$ cat src/rtl/mario_pkg.sv
`default_nettype none
// ============================================================================
// Module      : mario_pkg
// Description : Shared types and constants for the player motion integrator:
//               motion state enum, USB HID key codes, 12-bit signed velocity
//               type and a saturating clamp helper.
// Revision    : 1.0 - initial release
// ============================================================================
package mario_pkg;

    // Player vertical motion state
    typedef enum logic [1:0] {
        GROUNDED = 2'd0,
        RISING   = 2'd1,
        FALLING  = 2'd2
    } mario_state_t;

    // USB HID usage codes for the keys we react to
    localparam logic [7:0] c_key_left  = 8'h04;  // A
    localparam logic [7:0] c_key_right = 8'h07;  // D
    localparam logic [7:0] c_key_jump  = 8'h1A;  // W
    localparam logic [7:0] c_key_space = 8'h2C;  // space

    // All position/velocity arithmetic is done in this width so that sums
    // of a 10-bit position and two velocity terms can never wrap.
    typedef logic signed [11:0] vel_t;

    // Saturate v into [lo, hi]
    function automatic vel_t clamp_vel(input vel_t v, input vel_t lo, input vel_t hi);
        if (v < lo) begin
            return lo;
        end else if (v > hi) begin
            return hi;
        end
        return v;
    endfunction

endpackage
`default_nettype wire

$ cat src/rtl/mario_key_decode.sv
`default_nettype none
// ============================================================================
// Module      : mario_key_decode
// Description : Combinational scan of the four packed HID key bytes. Reports
//               whether left, right or jump is held in any slot. No edge
//               detection here; the parent owns that history.
// Revision    : 1.0 - initial release
// ============================================================================
module mario_key_decode
    import mario_pkg::*;
(
    input  logic [31:0] i_keycode,
    output logic        o_left,
    output logic        o_right,
    output logic        o_jump
);

    // Any-slot match for each key of interest
    always_comb begin
        o_left  = 1'b0;
        o_right = 1'b0;
        o_jump  = 1'b0;
        for (int i = 0; i < 4; i++) begin
            if (i_keycode[8*i +: 8] == c_key_left) begin
                o_left = 1'b1;
            end
            if (i_keycode[8*i +: 8] == c_key_right) begin
                o_right = 1'b1;
            end
            if ((i_keycode[8*i +: 8] == c_key_jump) ||
                (i_keycode[8*i +: 8] == c_key_space)) begin
                o_jump = 1'b1;
            end
        end
    end

endmodule
`default_nettype wire

$ cat src/rtl/mario_physics.sv
`default_nettype none
// ============================================================================
// Module      : mario_physics
// Description : Per-frame motion integrator for the player sprite. Decodes
//               keys, requests jumps from the jump FSM, integrates its
//               velocity profile during the rise, applies gravity during the
//               fall, walks and clamps horizontally, and pulses hit_ground
//               on landing.
// Config      : MARIO_AIR_CONTROL_EN - when defined, walking input is honoured
//               while airborne; otherwise the walk direction is latched at
//               takeoff and facing is frozen in the air.
// Revision    : 1.0 - initial release
// ============================================================================
module mario_physics
    import mario_pkg::*;
#(
    parameter int GROUND_Y    = 400,
    parameter int X_START     = 80,
    parameter int X_MIN       = 0,
    parameter int X_MAX       = 624,
    parameter int Y_MIN       = 0,
    parameter int WALK_STEP   = 2,
    parameter int GRAVITY     = 1,
    parameter int MAX_FALL    = 8,
    parameter int JUMP_FRAMES = 20
) (
    input  logic        frame_clk,
    input  logic        Reset,
    input  logic [31:0] keycode,
    input  logic [9:0]  jump_x_motion,
    input  logic [9:0]  jump_y_motion,
    output logic        jump_en,
    output logic        hit_ground,
    output logic [9:0]  pos_x,
    output logic [9:0]  pos_y,
    output logic        facing_left,
    output logic        airborne
);

    localparam vel_t       c_ground      = vel_t'(GROUND_Y);
    localparam vel_t       c_x_min       = vel_t'(X_MIN);
    localparam vel_t       c_x_max       = vel_t'(X_MAX);
    localparam vel_t       c_y_min       = vel_t'(Y_MIN);
    localparam vel_t       c_y_cap       = 12'sd1023;
    localparam vel_t       c_walk        = vel_t'(WALK_STEP);
    localparam vel_t       c_gravity     = vel_t'(GRAVITY);
    localparam vel_t       c_max_fall    = vel_t'(MAX_FALL);
    localparam logic [7:0] c_jump_frames = 8'(JUMP_FRAMES);

    logic         w_left, w_right, w_jump;
    logic         w_jump_edge;

    mario_state_t r_state, w_state_nxt;
    logic [7:0]   r_rise_cnt, w_rise_nxt;
    vel_t         r_fall_vel, w_fall_nxt;
    logic [9:0]   r_pos_x, w_pos_x_nxt;
    logic [9:0]   r_pos_y, w_pos_y_nxt;
    logic         r_jump_prev;
    logic         r_jump_en, w_jump_en_nxt;
    logic         r_hit_ground, w_hit_nxt;
    logic         r_facing_left, w_face_nxt;
    logic         r_airborne;
    logic         w_face_upd;

    vel_t         w_dx_key, w_dx_eff;
    vel_t         w_jx, w_jy, w_px, w_py;
    vel_t         w_x_sum, w_y_sum, w_fv_step;
`ifndef MARIO_AIR_CONTROL_EN
    vel_t         r_dx_latch, w_dx_latch_nxt;
`endif

    mario_key_decode u_key_decode (
        .i_keycode (keycode),
        .o_left    (w_left),
        .o_right   (w_right),
        .o_jump    (w_jump)
    );

    assign jump_en     = r_jump_en;
    assign hit_ground  = r_hit_ground;
    assign pos_x       = r_pos_x;
    assign pos_y       = r_pos_y;
    assign facing_left = r_facing_left;
    assign airborne    = r_airborne;

    // Next-state and next-output computation for one frame
    always_comb begin
        w_state_nxt   = r_state;
        w_rise_nxt    = r_rise_cnt;
        w_fall_nxt    = r_fall_vel;
        w_pos_y_nxt   = r_pos_y;
        w_jump_en_nxt = 1'b0;
        w_hit_nxt     = 1'b0;
        w_face_nxt    = r_facing_left;
        w_y_sum       = '0;
        w_fv_step     = '0;
`ifndef MARIO_AIR_CONTROL_EN
        w_dx_latch_nxt = r_dx_latch;
`endif

        w_jx = {{2{jump_x_motion[9]}}, jump_x_motion};
        w_jy = {{2{jump_y_motion[9]}}, jump_y_motion};
        w_px = {2'b00, r_pos_x};
        w_py = {2'b00, r_pos_y};

        w_jump_edge = w_jump && !r_jump_prev;

        // Opposing keys cancel and leave facing alone
        w_dx_key = '0;
        if (w_right && !w_left) begin
            w_dx_key = c_walk;
        end else if (w_left && !w_right) begin
            w_dx_key = -c_walk;
        end

`ifdef MARIO_AIR_CONTROL_EN
        w_dx_eff   = w_dx_key;
        w_face_upd = 1'b1;
`else
        w_dx_eff   = (r_state == GROUNDED) ? w_dx_key : r_dx_latch;
        w_face_upd = (r_state == GROUNDED);
`endif

        if (w_face_upd && w_right && !w_left) begin
            w_face_nxt = 1'b0;
        end else if (w_face_upd && w_left && !w_right) begin
            w_face_nxt = 1'b1;
        end

        w_x_sum     = w_px + w_dx_eff + w_jx;
        w_pos_x_nxt = 10'(clamp_vel(w_x_sum, c_x_min, c_x_max));

        case (r_state)
            GROUNDED: begin
                if (w_jump_edge) begin
                    w_jump_en_nxt = 1'b1;
                    w_rise_nxt    = '0;
                    w_fall_nxt    = '0;
                    w_state_nxt   = RISING;
`ifndef MARIO_AIR_CONTROL_EN
                    w_dx_latch_nxt = w_dx_key;
`endif
                end
            end
            RISING: begin
                w_y_sum    = w_py + w_jy;
                w_rise_nxt = r_rise_cnt + 8'd1;
                if (w_y_sum < c_y_min) begin
                    // Bumped the ceiling: start falling immediately
                    w_pos_y_nxt = 10'(c_y_min);
                    w_fall_nxt  = '0;
                    w_state_nxt = FALLING;
                end else begin
                    w_pos_y_nxt = 10'(clamp_vel(w_y_sum, c_y_min, c_y_cap));
                    if (w_rise_nxt == c_jump_frames) begin
                        w_fall_nxt  = '0;
                        w_state_nxt = FALLING;
                    end
                end
            end
            FALLING: begin
                w_fv_step = r_fall_vel + c_gravity;
                if (w_fv_step > c_max_fall) begin
                    w_fv_step = c_max_fall;
                end
                w_fall_nxt = w_fv_step;
                w_y_sum    = w_py + w_fv_step;
                if (w_y_sum >= c_ground) begin
                    w_pos_y_nxt = 10'(c_ground);
                    w_fall_nxt  = '0;
                    w_hit_nxt   = 1'b1;
                    w_state_nxt = GROUNDED;
                end else begin
                    w_pos_y_nxt = 10'(w_y_sum);
                end
            end
            default: begin
                w_state_nxt = GROUNDED;
            end
        endcase
    end

    // Frame-rate state and output registers
    always_ff @(posedge frame_clk) begin
        if (Reset) begin
            r_state       <= GROUNDED;
            r_rise_cnt    <= '0;
            r_fall_vel    <= '0;
            r_pos_x       <= 10'(X_START);
            r_pos_y       <= 10'(GROUND_Y);
            r_jump_prev   <= 1'b0;
            r_jump_en     <= 1'b0;
            r_hit_ground  <= 1'b0;
            r_facing_left <= 1'b0;
            r_airborne    <= 1'b0;
`ifndef MARIO_AIR_CONTROL_EN
            r_dx_latch    <= '0;
`endif
        end else begin
            r_state       <= w_state_nxt;
            r_rise_cnt    <= w_rise_nxt;
            r_fall_vel    <= w_fall_nxt;
            r_pos_x       <= w_pos_x_nxt;
            r_pos_y       <= w_pos_y_nxt;
            r_jump_prev   <= w_jump;
            r_jump_en     <= w_jump_en_nxt;
            r_hit_ground  <= w_hit_nxt;
            r_facing_left <= w_face_nxt;
            r_airborne    <= (w_state_nxt != GROUNDED);
`ifndef MARIO_AIR_CONTROL_EN
            r_dx_latch    <= w_dx_latch_nxt;
`endif
        end
    end

endmodule
`default_nettype wire
$ cat config.mk
export PLATFORM = sky130hd
export DESIGN_NAME = mario_physics
export DESIGN_NICKNAME = d
export VERILOG_FILES = /design/src/rtl/mario_pkg.sv /design/src/rtl/mario_key_decode.sv /design/src/rtl/mario_physics.sv
export SDC_FILE = /design/constraint.sdc
export NUM_CORES = 1
export LEC_CHECK = 0
export CAP_MARGIN = 20
export CORE_ASPECT_RATIO = 0.7
export CORE_MARGIN = 4
export CORE_UTILIZATION = 50
export CTS_CLUSTER_DIAMETER = 150
export CTS_CLUSTER_SIZE = 12
export DETAILED_ROUTE_END_ITERATION = 10
export PLACE_DENSITY = 0.77
export SYNTH_ARGS = -nofsm -noshare
export SYNTH_HDL_FRONTEND = slang
export SYNTH_SLANG_ARGS = --single-unit
$ cat constraint.sdc
create_clock -name frame_clk -period 4.5 [get_ports frame_clk]
set_input_delay 0.9 -clock frame_clk [delete_from_list [all_inputs] [get_ports frame_clk]]
set_output_delay 0.9 -clock frame_clk [all_outputs]
set_load 0.005 [all_outputs]
==> impl_metrics.csv <==
group,metric,value,unit
placement,gp_congestion,0.923,
yosys,synthTopCellsByArea,"dfxtp_1 21%, ha_1 9.5%, nor2_1 5.9%, xnor2_1 5.6%, fa_1 5.5%",
clock_network,cts-root-buf,"clkbuf_16",
cells_and_area,drive_above_1_share,32.7,%
power,powerDensity,233,nW/um^2
power,p_leak,3.04,nW
yosys,synth_edf_count,0,
global_route,gr-total-overflow,0,
route,drt_first_pass_iters,8,
cells_and_area,most-common-layout-cells,"99 x buf_4, 67 x nor2_1, 45 x clkdlybuf4s50_1, 43 x dfxtp_1, 37 x inv_1",
route,ant_nets,0,
yosys,synth_warnings,0,
global_route,grtUsageMet2,45.3,%
yosys,synth_cell_types,78,
clock_network,cts_htree_levels,2,
die,rows,29,
clock_network,cts.clk_slew.worst_paths,70,ps
die,start_util,51.6,%
route,vias,5746,
cells_and_area,final_common_cell,"buf_4",
power,irDropWorstVdd,0.225,mV
yosys,synth_nets,702,
timing,maxSlewViolCount,0,
cells_and_area,stdcell_count,891,
clock_network,clockBufferDepth,2,
cells_and_area,fill_cells,540,
yosys,synth_top_area_share,20.8,%
clock_network,cts_hold_buf,0,
route,wl_per_cell,20.3,microns
die,dieArea,11100,sq um
critical_path,cp_max_fo,6,
yosys,yosysTopAreaCell,"dfxtp_1",
timing,rsz0062_at_grt,"yes",
yosys,synth_seq_cells,49,
route,finalWirelength,18100,microns
clock_network,clock-sinks,49,
timing,setup_tns,-7720,ps
timing,final.setup_skew,5.98,ps
cells_and_area,antenna_cells,0,
timing,worst_pin_slew,913,ps
critical_path,worstPathArrival,5090,ps
global_route,grtUsageMet1,35.1,%
cells_and_area,nNetsFinal,869,
timing,period_needed,4910,ps
placement,hpwl,10900,microns
timing,setup_viol,35,
placement,dp.cells,851,
die,die_h,89.3,microns
global_route,grt_max_degree,24,
placement,io_buffers,77,
timing,maxClockFrequency,0.204,GHz
die,ios,78,
die,core,9140,sq um
status,failed_checks,"negative setup slack",
clock_network,clk_latency,290,ps
timing,setup_ws,-409,ps
timing,fin_crit_sh,109,%
critical_path,worstSetupStartpointType,"flop",
critical_path,cp-end-kind,"flop",
yosys,syn_area,4720,sq um
yosys,async_reset_ff_share,0,%
timing,final-hold-violation-count,0,
yosys,avgSynthCellArea,7.88,sq um
global_route,grt_pass1_wl,23400,microns
die,die_width,124,microns
route,vias_per_cell,6.45,
critical_path,worst-setup-path-type,"flop to flop",
hold_path,hp-class,"flop to flop",
global_route,top_usage_layer,"met2",
critical_path,cp.required,4680,ps
cells_and_area,area_growth,51.2,%
yosys,syn_inst,599,
timing,relSlewSlack,39.0,%
route,first_iter_violations,741,
clock_network,cts_tree,"done",
global_route,grt_util_all_layers,26.2,%
yosys,ys.flop_type,"dfxtp_1",
status,status,"finished with violations",
global_route,antenna_found_initial,0,
yosys,ys_seq_area_share,20.8,%
route,drc,0,
clock_network,cts_inserted_buffers,5,
job,maxCapViolations,0,
global_route,grt_pass1_vias,4992,
global_route,gr-usage-met3,3.04,%
[cell usage after synthesis, types with 13 or more instances]
cell type and count:
o21ai_0 30, xnor2_1 30, nand2_1 41, dfxtp_1 49, clkbuf_1 17, a21oi_1 48
ha_1 36, fa_1 13, xor2_1 15, inv_1 39, nor2_1 74, nand3_1 19
[metrics by stage]
step	area [sq um]	worst slack (ps)	hold slack (ps)	power, W	util (%)
final	7140	-409	507	0.00166	78.1
after global routing	7140	-511	523	0.00175	78.1
after CTS	6670	-3.15	498	0.00162	73.0
after detailed placement	6220	-841	488	0.00115	68.0
after global placement	6220	-626	475	0.00113	68.0
after floorplan	4840	-17.7	454	0.000859	-
[worst max-delay path, cell delays in order (launching register included)]
cell       delay [ps]
dfxtp_2           350
buf_6             140
and4_4            200
a2111oi_4         420
buf_4             170
o32a_1            230
a31oi_4           170
nor2_4            230
ha_4              200
a21o_1            160
o21ai_1            80
or4_4             460
a211oi_4          320
a21oi_2            80
a211oi_2          260
o21ai_2           130
a211oi_2          330
a221oi_4          130
buf_6             180
buf_6             120
o31a_1            280
o21bai_1          150
[cells by family after synthesis]
group,synth area share [%]
compound gates,25.6
xor+xnor,8.83
fa+ha+maj,15.3
buf+inv,5.94
flops,20.8
mux,0.848
simple gates,22.8
[power breakdown]
part,internal (W),switching [W]
Sequential,0.000465,0.0000353
Clock,0.000278,0.000177
Combinational,0.000357,0.000349
[state kept, by name, summed over array words and instances, names as in the netlist, 2 cells and up]
register / flops
pos_x: 10
pos_y: 10
r_dx_latch: 2
r_fall_vel: 12
r_rise_cnt: 8
r_state: 2
[repair_timing]
action | 4_1_cts | 5_1_grt
setup buffers | 17 | 14
setup endpoints to repair | 34 | 34
resized for setup | 96 | 91
gates cloned | 0 | 1
pin swaps | 51 | 57
[worst paths after layout]
check	start	to	slack (ps)	cells past startpoint
setup reg to reg	r_fall_vel[0]	airborne	-410	21
hold reg to reg	r_rise_cnt[6]	r_rise_cnt[6]	510	1
hold / removal	r_rise_cnt[6]	r_rise_cnt[6]	510	1
setup / recovery	r_fall_vel[0]	airborne	-410	21
[layout make-up]
cell class,instances,area [sq um],share of cell area (%)
multi-input cells,483,4100,57.4
repair buffers,188,1570,22.0
clock inverters,2,37.5,0.526
inverters,39,146,2.05
well taps,124,155,2.17
clock buffers,6,139,1.95
flip-flops and latches,49,988,13.8
[routing by layer]
metal	part of all wire, %	wire length [microns]
met1	38	6830
met2	46	8340
met3	10	1860
met4	5.9	1070
met5	0	0
Power figures use the tool's default switching activity.
